$ cat src/rtl/fq_pkg.sv
`default_nettype none
// +----------------------------------------------------------------------------+
// | fq_pkg : shared types and constants for the instruction-fetch queue         |
// | Rev 1.0 - initial release                                                   |
// +----------------------------------------------------------------------------+
package fq_pkg;

   typedef enum logic [1:0] {
      ST_BOOT = 2'd0,
      ST_RUN  = 2'd1,
      ST_HALT = 2'd2
   } fq_state_e;

   localparam int          INSTR_BYTES = 4;
   localparam int          WORD_SHIFT  = 2;
   localparam logic [31:0] NOP_INSTR   = 32'h0000_0013;

endpackage
`default_nettype wire

$ cat src/rtl/fq_fifo.sv
`default_nettype none
// +----------------------------------------------------------------------------+
// | fq_fifo : W-wide x DEPTH synchronous FIFO with flush and occupancy count    |
// | Rev 1.0 - initial release                                                   |
// +----------------------------------------------------------------------------+
module fq_fifo #(
   parameter int W     = 32,
   parameter int DEPTH = 4,
   parameter int CW    = $clog2(DEPTH + 1)
) (
   input  logic          clk,
   input  logic          rst_n,
   input  logic          flush,
   input  logic          push,
   input  logic [W-1:0]  wdata,
   input  logic          pop,
   output logic [W-1:0]  rdata,
   output logic [CW-1:0] count
);

   localparam int AW = $clog2(DEPTH);

   logic [W-1:0]  r_mem [DEPTH];
   logic [AW-1:0] r_wr_ptr;
   logic [AW-1:0] r_rd_ptr;
   logic [CW-1:0] r_count;
   logic          w_full;
   logic          w_empty;
   logic          w_push;
   logic          w_pop;

   assign w_full  = (r_count == CW'(DEPTH));
   assign w_empty = (r_count == '0);
   assign w_pop   = pop && !w_empty;
   // A full FIFO may still accept a write when the head leaves in the same cycle.
   assign w_push  = push && (!w_full || w_pop);
   assign rdata   = r_mem[r_rd_ptr];
   assign count   = r_count;

   always_ff @(posedge clk or negedge rst_n) begin
      if (!rst_n) begin
         r_wr_ptr <= '0;
         r_rd_ptr <= '0;
         r_count  <= '0;
      end else if (flush) begin
         r_wr_ptr <= '0;
         r_rd_ptr <= '0;
         r_count  <= '0;
      end else begin
         if (w_push) r_wr_ptr <= r_wr_ptr + AW'(1);
         if (w_pop)  r_rd_ptr <= r_rd_ptr + AW'(1);
         r_count <= r_count + CW'(w_push) - CW'(w_pop);
      end
   end

   always_ff @(posedge clk or negedge rst_n) begin
      if (!rst_n) begin
         for (int i = 0; i < DEPTH; i++) r_mem[i] <= '0;
      end else if (w_push && !flush) begin
         r_mem[r_wr_ptr] <= wdata;
      end
   end

   always_ff @(posedge clk) begin
      if (rst_n && !flush) begin
         a_no_overflow : assert (!(push && w_full && !w_pop));
      end
   end

endmodule
`default_nettype wire

$ cat src/rtl/fetch_queue.sv
`default_nettype none
// +----------------------------------------------------------------------------+
// | fetch_queue : fetch PC, credit-limited memory requests, instruction buffer  |
// | Rev 1.0 - initial release                                                   |
// +----------------------------------------------------------------------------+
module fetch_queue
   import fq_pkg::*;
#(
   parameter int           N        = 32,
   parameter int           DEPTH    = 4,
   parameter logic [N-1:0] RESET_PC = N'(32'h0000_0000)
) (
   input  logic         clk,
   input  logic         rst_n,
   input  logic         redirect_i,
   input  logic [N-1:0] redirect_pc_i,
   input  logic         halt_i,
   output logic         mem_req_o,
   output logic [N-1:0] mem_addr_o,
   input  logic         mem_gnt_i,
   input  logic         mem_rvalid_i,
   input  logic [N-1:0] mem_rdata_i,
   output logic         inst_valid_o,
   output logic [N-1:0] inst_o,
   output logic [N-1:0] inst_pc_o,
   input  logic         inst_ready_i
);

   localparam int           CW      = $clog2(DEPTH + 1);
   // Squashed responses can still be outstanding while a full window of new
   // requests is issued, so the in-flight tally carries one extra bit.
   localparam int           IW      = CW + 1;
   localparam int           SW      = CW + 2;
   localparam logic [N-1:0] PC_MASK = ~N'(INSTR_BYTES - 1);

   fq_state_e     r_state;
   logic [N-1:0]  r_pc;
   logic [IW-1:0] r_inflight;
   logic [IW-1:0] r_drop_cnt;

   logic [CW-1:0] w_count;
   logic [CW-1:0] w_tag_count;
   logic [N-1:0]  w_tag;
   logic [SW-1:0] w_occupancy;
   logic          w_issue;
   logic          w_resp_live;
   logic          w_pop;

   assign w_occupancy = SW'(w_count) + SW'(r_inflight - r_drop_cnt);
   assign mem_req_o   = (r_state == ST_RUN) && !redirect_i && (w_occupancy < SW'(DEPTH));
   assign mem_addr_o  = r_pc >> WORD_SHIFT;
   assign w_issue     = mem_req_o && mem_gnt_i;
   assign w_resp_live = mem_rvalid_i && !redirect_i && (r_drop_cnt == '0);
   assign inst_valid_o = (w_count != '0);
   assign w_pop       = inst_valid_o && inst_ready_i && !redirect_i;

   always_ff @(posedge clk or negedge rst_n) begin
      if (!rst_n) begin
         r_state <= ST_BOOT;
      end else begin
         case (r_state)
            ST_BOOT: r_state <= ST_RUN;
            ST_RUN:  if (halt_i)  r_state <= ST_HALT;
            ST_HALT: if (!halt_i) r_state <= ST_RUN;
            default: r_state <= ST_BOOT;
         endcase
      end
   end

   always_ff @(posedge clk or negedge rst_n) begin
      if (!rst_n) begin
         r_pc       <= RESET_PC & PC_MASK;
         r_inflight <= '0;
         r_drop_cnt <= '0;
      end else begin
         if (redirect_i) r_pc <= redirect_pc_i & PC_MASK;
         else if (w_issue) r_pc <= r_pc + N'(INSTR_BYTES);

         r_inflight <= r_inflight + IW'(w_issue) - IW'(mem_rvalid_i);

         // Everything still outstanding at a redirect belongs to the old path.
         if (redirect_i) r_drop_cnt <= r_inflight - IW'(mem_rvalid_i);
         else if (mem_rvalid_i && (r_drop_cnt != '0)) r_drop_cnt <= r_drop_cnt - IW'(1);
      end
   end

   // Tags of squashed requests are flushed at redirect, so only live requests
   // ever occupy the tag queue and it pops only on live responses.
   fq_fifo #(
      .W     (N),
      .DEPTH (DEPTH),
      .CW    (CW)
   ) u_tag_fifo (
      .clk   (clk),
      .rst_n (rst_n),
      .flush (redirect_i),
      .push  (w_issue),
      .wdata (r_pc),
      .pop   (w_resp_live),
      .rdata (w_tag),
      .count (w_tag_count)
   );

   fq_fifo #(
      .W     (2 * N),
      .DEPTH (DEPTH),
      .CW    (CW)
   ) u_inst_fifo (
      .clk   (clk),
      .rst_n (rst_n),
      .flush (redirect_i),
      .push  (w_resp_live),
      .wdata ({mem_rdata_i, w_tag}),
      .pop   (w_pop),
      .rdata ({inst_o, inst_pc_o}),
      .count (w_count)
   );

   always_ff @(posedge clk) begin
      if (rst_n) begin
         a_tag_present : assert (!(w_resp_live && (w_tag_count == '0)));
      end
   end

endmodule
`default_nettype wire

$ cat config.mk
export PLATFORM = sky130hd
export DESIGN_NAME = fetch_queue
export DESIGN_NICKNAME = d
export VERILOG_FILES = /design/src/rtl/fq_pkg.sv /design/src/rtl/fq_fifo.sv /design/src/rtl/fetch_queue.sv
export SDC_FILE = /design/constraint.sdc
export NUM_CORES = 1
export LEC_CHECK = 0
export BUFFER_PORTS_ARGS = -buffer_cell sky130_fd_sc_hd__buf_2
export CORE_AREA = 5 5 261 263
export DETAILED_ROUTE_END_ITERATION = 12
export DIE_AREA = 0 0 266 268
export GPL_ROUTABILITY_DRIVEN = 0
export GPL_TIMING_DRIVEN = 0
export SETUP_SLACK_MARGIN = 0.05
export SYNTH_ARGS = -nofsm -noshare
export SYNTH_HDL_FRONTEND = slang
export SYNTH_SLANG_ARGS = --single-unit
export TNS_END_PERCENT = 5
$ cat constraint.sdc
create_clock -name clk -period 3.94 [get_ports clk]
set_input_delay 0.197 -clock clk [delete_from_list [all_inputs] [get_ports clk]]
set_output_delay 0.197 -clock clk [all_outputs]
set_load 0.02 [all_outputs]
### Word-level counts from Yosys, hierarchy flattened

Cells that the tools add are included.

* bits in registers: 440
* bits in latches: 0
* RAM bits: 0
* memory bits (read-only): 0
* input port bits: 71
* output and inout bits: 98
* word-level logic and storage cells: 115
* memories kept: 0

* add/sub/neg operators: 15
* multiply operators: 0
* divide/modulo/power cells: 0
* $lt $le $gt $ge: 7
* equal/unequal tests: 6
* shift-type cells: 0
* multiplexer cells: 29
* bitwise logic cells: 4
* reduce and logical (&&, ||, !) cells: 36

Operator list (count)
* 256-bit bitwise mux: 1
* 64-bit 2-to-1 mux: 3
* 32-bit 2-to-1 mux: 5
* 64-bit binary-select mux with 2-bit select: 1
* 128-bit bitwise mux: 1
* 64-bit demux with 2-bit select: 1
* 32-bit binary-select mux with 2-bit select: 1
* 32-bit demux with 2-bit select: 1
* 32-bit by 3-bit adder with 32-bit output, second input constant: 1
* 2-bit 2-to-1 mux: 10
* 1-bit logical AND: 16
* 3-bit >= comparator, second input constant: 4
* 2-bit NOT with 3-bit output: 4
* 2-bit nonzero test: 6
* 2-bit by 1-bit adder with 2-bit output, second input constant: 4
* 4-bit 2-to-1 mux: 2
* 4-bit by 1-bit subtractor with 4-bit output: 2
* 3-bit by 1-bit adder with 3-bit output: 2
* 3-bit == test, second input constant: 2
* 3-bit zero test: 2
* 3-bit by 1-bit less-than comparator with 1-bit output, second input constant: 2
* 3-bit 2-to-1 mux: 2
* 2-bit case mux with 3 select lines: 1
* 3-bit by 1-bit subtractor with 3-bit output: 2
* other kinds (15): 21

### Logic depth before layout (Yosys ltp)

* depth after elaboration: 9
* mapped depth: 17
* mapped depth without buffers: 15

### Cells and area by module

A second synthesis with hierarchy kept.

* cell total of the unflattened synthesis: 1323
* area total of the unflattened synthesis: 21271.7 sq um

By module, submodules not included
* fq_fifo (u_inst_fifo): times used 1, cells each 661, area each 12206.7 sq um, seq. area each 6581.3 sq um
* fq_fifo (u_tag_fifo): times used 1, cells each 355, area each 6349.8 sq um, seq. area each 3378.2 sq um
* fetch_queue: times used 1, cells each 307, area each 2715.1 sq um, seq. area each 1001.0 sq um

### Worst setup path before layout

No wires, ideal clock.

* kind: reg2reg
* from: reg r_inflight[2]
* to: reg r_inflight[2]
* library setup time: 0.123 ns
* arrival: 3.330 ns
* data required time: 3.817 ns
* path slack: 0.488 ns
* stages on the path, launching flop included: 16
* buffers on the path: 2
* clock period less this slack: 3.452 ns
* cell sequence: dfrtp_1 -> inv_1 -> fa_1 -> inv_1 -> ha_1 -> nor3_1 -> a22oi_1 -> nor3_1 -> buf_2 -> inv_2 -> buf_2 -> ha_1 -> inv_1 -> ha_1 -> fa_1 -> xnor2_1

* cells in the longest elaborated chain, start to end: 7

Ends and longest elaborated chain
* start, declared: RTL line fetch_queue.sv:38 `logic [IW-1:0] r_inflight;`
* start signal, assigned: RTL line fetch_queue.sv:79 `r_inflight <= r_inflight + IW'(w_issue) - IW'(mem_rvalid_i);`
* 4-bit by 4-bit subtractor with 5-bit output: RTL line fetch_queue.sv:49 `assign w_occupancy = SW'(w_count) + SW'(r_inflight - r_drop_cnt);`
* 3-bit by 5-bit adder with 5-bit output: RTL line fetch_queue.sv:49
* 5-bit by 3-bit less-than comparator with 1-bit output: RTL line fetch_queue.sv:50 `assign mem_req_o = (r_state == ST_RUN) && !redirect_i && (w_occupancy < SW'(DEPTH));`
* 1-bit logical AND: RTL line fetch_queue.sv:50
* 1-bit logical AND: RTL line fetch_queue.sv:52 `assign w_issue = mem_req_o && mem_gnt_i;`
* 4-bit by 1-bit adder with 4-bit output (*): RTL line fetch_queue.sv:79
* 4-bit by 1-bit subtractor with 4-bit output (*): RTL line fetch_queue.sv:79

Mark *: on every way between the ends. The rest lies on a longest branch, timed or not.
A chain may end at the register's enable or synchronous reset.

### Final worst setup path

Ends and elaborated chain as after synthesis.

==> key figures <==
Worst setup path
  • CP max stage cell: fa_1
  • WP data arrival: 4170 ps
  • Critical path class: reg -> reg
  • CP max FO: 10
  • Reg2reg setup slack: 230 ps
  • Worst endpoint required time: 4390 ps
  • Reg-to-Reg End: r_inflight[2]$_DFF_PN0_
  • Buf/Inv on CP: 6
  • Crit path depth: 15
  • CP top delay family: adder cells
  • R2R depth: 15
  • Crit. End Element: flip-flop
  • Largest stage delay, worst path: 540 ps
  • Startpoint types: flip-flop
  • CP cell instances: inv_1 > fa_1 > inv_1 > ha_1 > nor3_1 > a22oi_2 > nor3_1 > buf_4 > inv_2 > clkbuf_4 > ha_1 > inv_1 > ha_1 > fa_1 > xnor2_1
  • Critical R2R Launch: r_inflight[2]$_DFF_PN0_

Floorplanning
  • Chip width: 266 um
  • Core Region: 65390 um^2
  • Die span in y: 268 um
  • Initial Util: 29.69%
  • Site row count: 94
  • IO Count: 169
  • Die Footprint: 71290 um^2

Pwr
  • Pwr Density: 582.2 nW/um^2
  • LEAKAGE: 0.01157 uW
  • Total power draw: 13800 uW
  • Worst vdd ir: 0.3148 mV

Clock tree
  • Total number of H-tree levels: 2
  • CTS tree: done
  • CTS root buffer: clkbuf_16
  • Clock latency on the worst-skew pair: 570 ps
  • Max clock buf depth: 3
  • Clk pin slew, worst setup/hold paths: 60 ps
  • Cts bufs inserted: 48
  • Clock sink count: 422

STA
  • Final min period: 3715 ps
  • Clock Skew: 21.77 ps
  • Fin Setup TNS: 0 ps
  • Final Hold Viols: 0
  • RSZ-0062 raised after global routing: yes
  • Worst Max-Slew Pin Slew: 1081 ps
  • Fin. max-slew vios: 0
  • Fin crit share: 94.28%
  • Setup Viol. Count Final: 0
  • Worst slew margin relative to its limit: 27.94%
  • Peak Freq: 0.2692 GHz

Global routing
  • Tot GR Track Use: 14.08%
  • GR Util met1: 19.12%
  • First-pass GRT wire length: 78.67 mm
  • Pin count of the biggest net entering global routing: 103
  • GRT busiest layer: met2
  • Antenna violations before repair: 1
  • Vias in the first global route: 13.09k
  • Routing usage on met3: 2.472%
  • Met2 usage: 23.63%
  • Remaining Overflow, GRT: 0

Synthesis
  • Synth top area cells: dfrtp_1, mux2_1, mux4_2, ha_1, buf_2
  • Post-Syn Area: 19410 um^2
  • Sequential share of the synthesized area: 54.39%
  • EDFF count, synth: 0
  • Top cell type's share of synthesized area: 54.39%
  • Avg Cell Area, Syn: 14.93 um^2
  • Dominant synthesized flop cell: dfrtp_1
  • Async S/R FF share, synth: 100.0%
  • Cells after Synth: 1300
  • Seq cells post-synth: 422
  • Area leader, netlist: dfrtp_1
  • Yosys warnings: 0
  • Distinct cells, synth: 59

Min path
  • Cells on Worst Hold Path: 3
  • HP Class: in -> reg
  • Hold path endpoint: r_drop_cnt[0]$_DFFE_PN0P_
  • Hold Startpoint: mem_rvalid_i

Layout
  • Fin util: 36.26%
  • Area Growth Syn to Fin: 22.12%
  • Final non-filler cell total: 2487
  • Commonest non-fill, non-tap cells in the layout: dfrtp_1, mux2_1, buf_2
  • Post-route cell area: 23710 um^2
  • Final #Nets: 1689
  • Commonest non-fill, non-tap cell in the layout: dfrtp_1
  • Layout cells sized above 1: 24.97%

Outcome
  • Status: complete, no violations

Run
  • Max cap viols: 0

Route
  • Vias: 12.04k
  • Post-route ant nets: 0
  • 1st-iter DRT viols: 518
  • Routed wire length: 49.95 mm
  • Drt drc: 0
  • Vias/cell: 4.840
  • First-pass iteration count of the detailed router: 5
  • Routed WL per cell: 20.09 um

Placement
  • Placed instance count: 2332
  • Port-buffer cells: 161
  • Hpwl dp: 35.44 mm
  • Placed cell areas: 21430 um^2
[cells by family (layout without fill, tap and decap cells)]
group | count (synthesis) | count (layout) | synth area share [%]
other | 1 | 5 | 0.01932
AND/OR/NAND/NOR | 150 | 150 | 4.195
AO/OA/AOI/OAI | 73 | 73 | 2.681
adder cells (fa/ha/maj) | 32 | 32 | 2.256
multiplexers | 466 | 466 | 32.33
XOR/XNOR | 25 | 25 | 1.128
buffers and inverters | 131 | 450 | 2.997
flip-flops | 422 | 422 | 54.39
[synth_stat cells (all sizes together), types with 7 or more instances]
cell / instances
buf: 66
or3: 10
xor2: 9
inv: 35
xnor2: 16
nand4: 7
ha: 27
nor2: 26
mux4: 92
mux2: 369
o21ai: 21
a22oi: 10
dfrtp: 422
a21oi: 8
nand3: 24
a221o: 7
clkbuf: 30
nand2: 36
nor4: 12
[power breakdown]
part	switching [uW]	leakage, uW	internal, uW
combinational	2230	0.00507	1720
clock	1770	0.000776	2700
sequential	408	0.00573	4980
[how the worst max path moves through the flow]
stage | start | to
after global placement | rst_n | u_inst_fifo.r_mem[19]$_DFFE_PN0P_
after global routing | r_inflight[2]$_DFF_PN0_ | r_inflight[2]$_DFF_PN0_
final | r_inflight[2]$_DFF_PN0_ | r_inflight[2]$_DFF_PN0_
after CTS | r_inflight[2]$_DFF_PN0_ | r_inflight[2]$_DFF_PN0_
after floorplan | r_inflight[2]$_DFF_PN0_ | r_inflight[2]$_DFF_PN0_
after detailed placement | r_inflight[2]$_DFF_PN0_ | r_inflight[1]$_DFF_PN0_
[metrics by stage]
step           worst slack (ps)  hold slack [ps]
4_1_cts                   124.4            23.02
6_report                  225.5            57.77
3_5_place_dp             -296.9            141.9
5_1_grt                   42.88            65.57
2_1_floorplan             488.0           -98.59
3_3_place_gp              -5498            402.2
[final cells by class]
type | instances | area, um^2
Buffer | 96 | 455.4
Fill cell | 6314 | 41680
Multi-Input combinational cell | 750 | 8297
Clock buffer | 72 | 1391
Timing Repair Buffer | 233 | 1597
Antenna cell | 1 | 2.502
Clock inverter | 14 | 195.2
Inverter | 35 | 131.4
Sequential cell | 422 | 10560
Tap cell | 864 | 1081
[worst register-to-register path, delay by kind of cell, from the launching register on]
family                     cells  cell delay, ps
adders and majority gates      5            1760
buffers and inverters          6             720
and+or+nand+nor                2             470
DFF                            1             390
AOI/OAI and AO/OA              1             130
xor gates and xnor gates       1             130
[per-layer routing]
metal  routed length (um)  up-vias
met4                  971        0
met2                24370      255
met5                    0        -
met3                 2293       66
met1                22320     6350
li1                     -     5365
[repair_timing]
action,CTS,global route
hold buffers,64,0
resized for setup,3,1
setup endpoints to repair,3,3
pin swaps,2,0
setup buffers,2,2
endpoints found under the hold margin,316,0
[state kept, by name, summed over array words and instances, names as in the netlist, 3 cells and up]
register           count
r_pc                  30
u_inst_fifo.r_mem    248
u_inst_fifo.count      3
r_inflight             4
u_tag_fifo.count       3
r_drop_cnt             4
u_tag_fifo.r_mem     120
No activity file was read; power rests on OpenSTA's default activity.
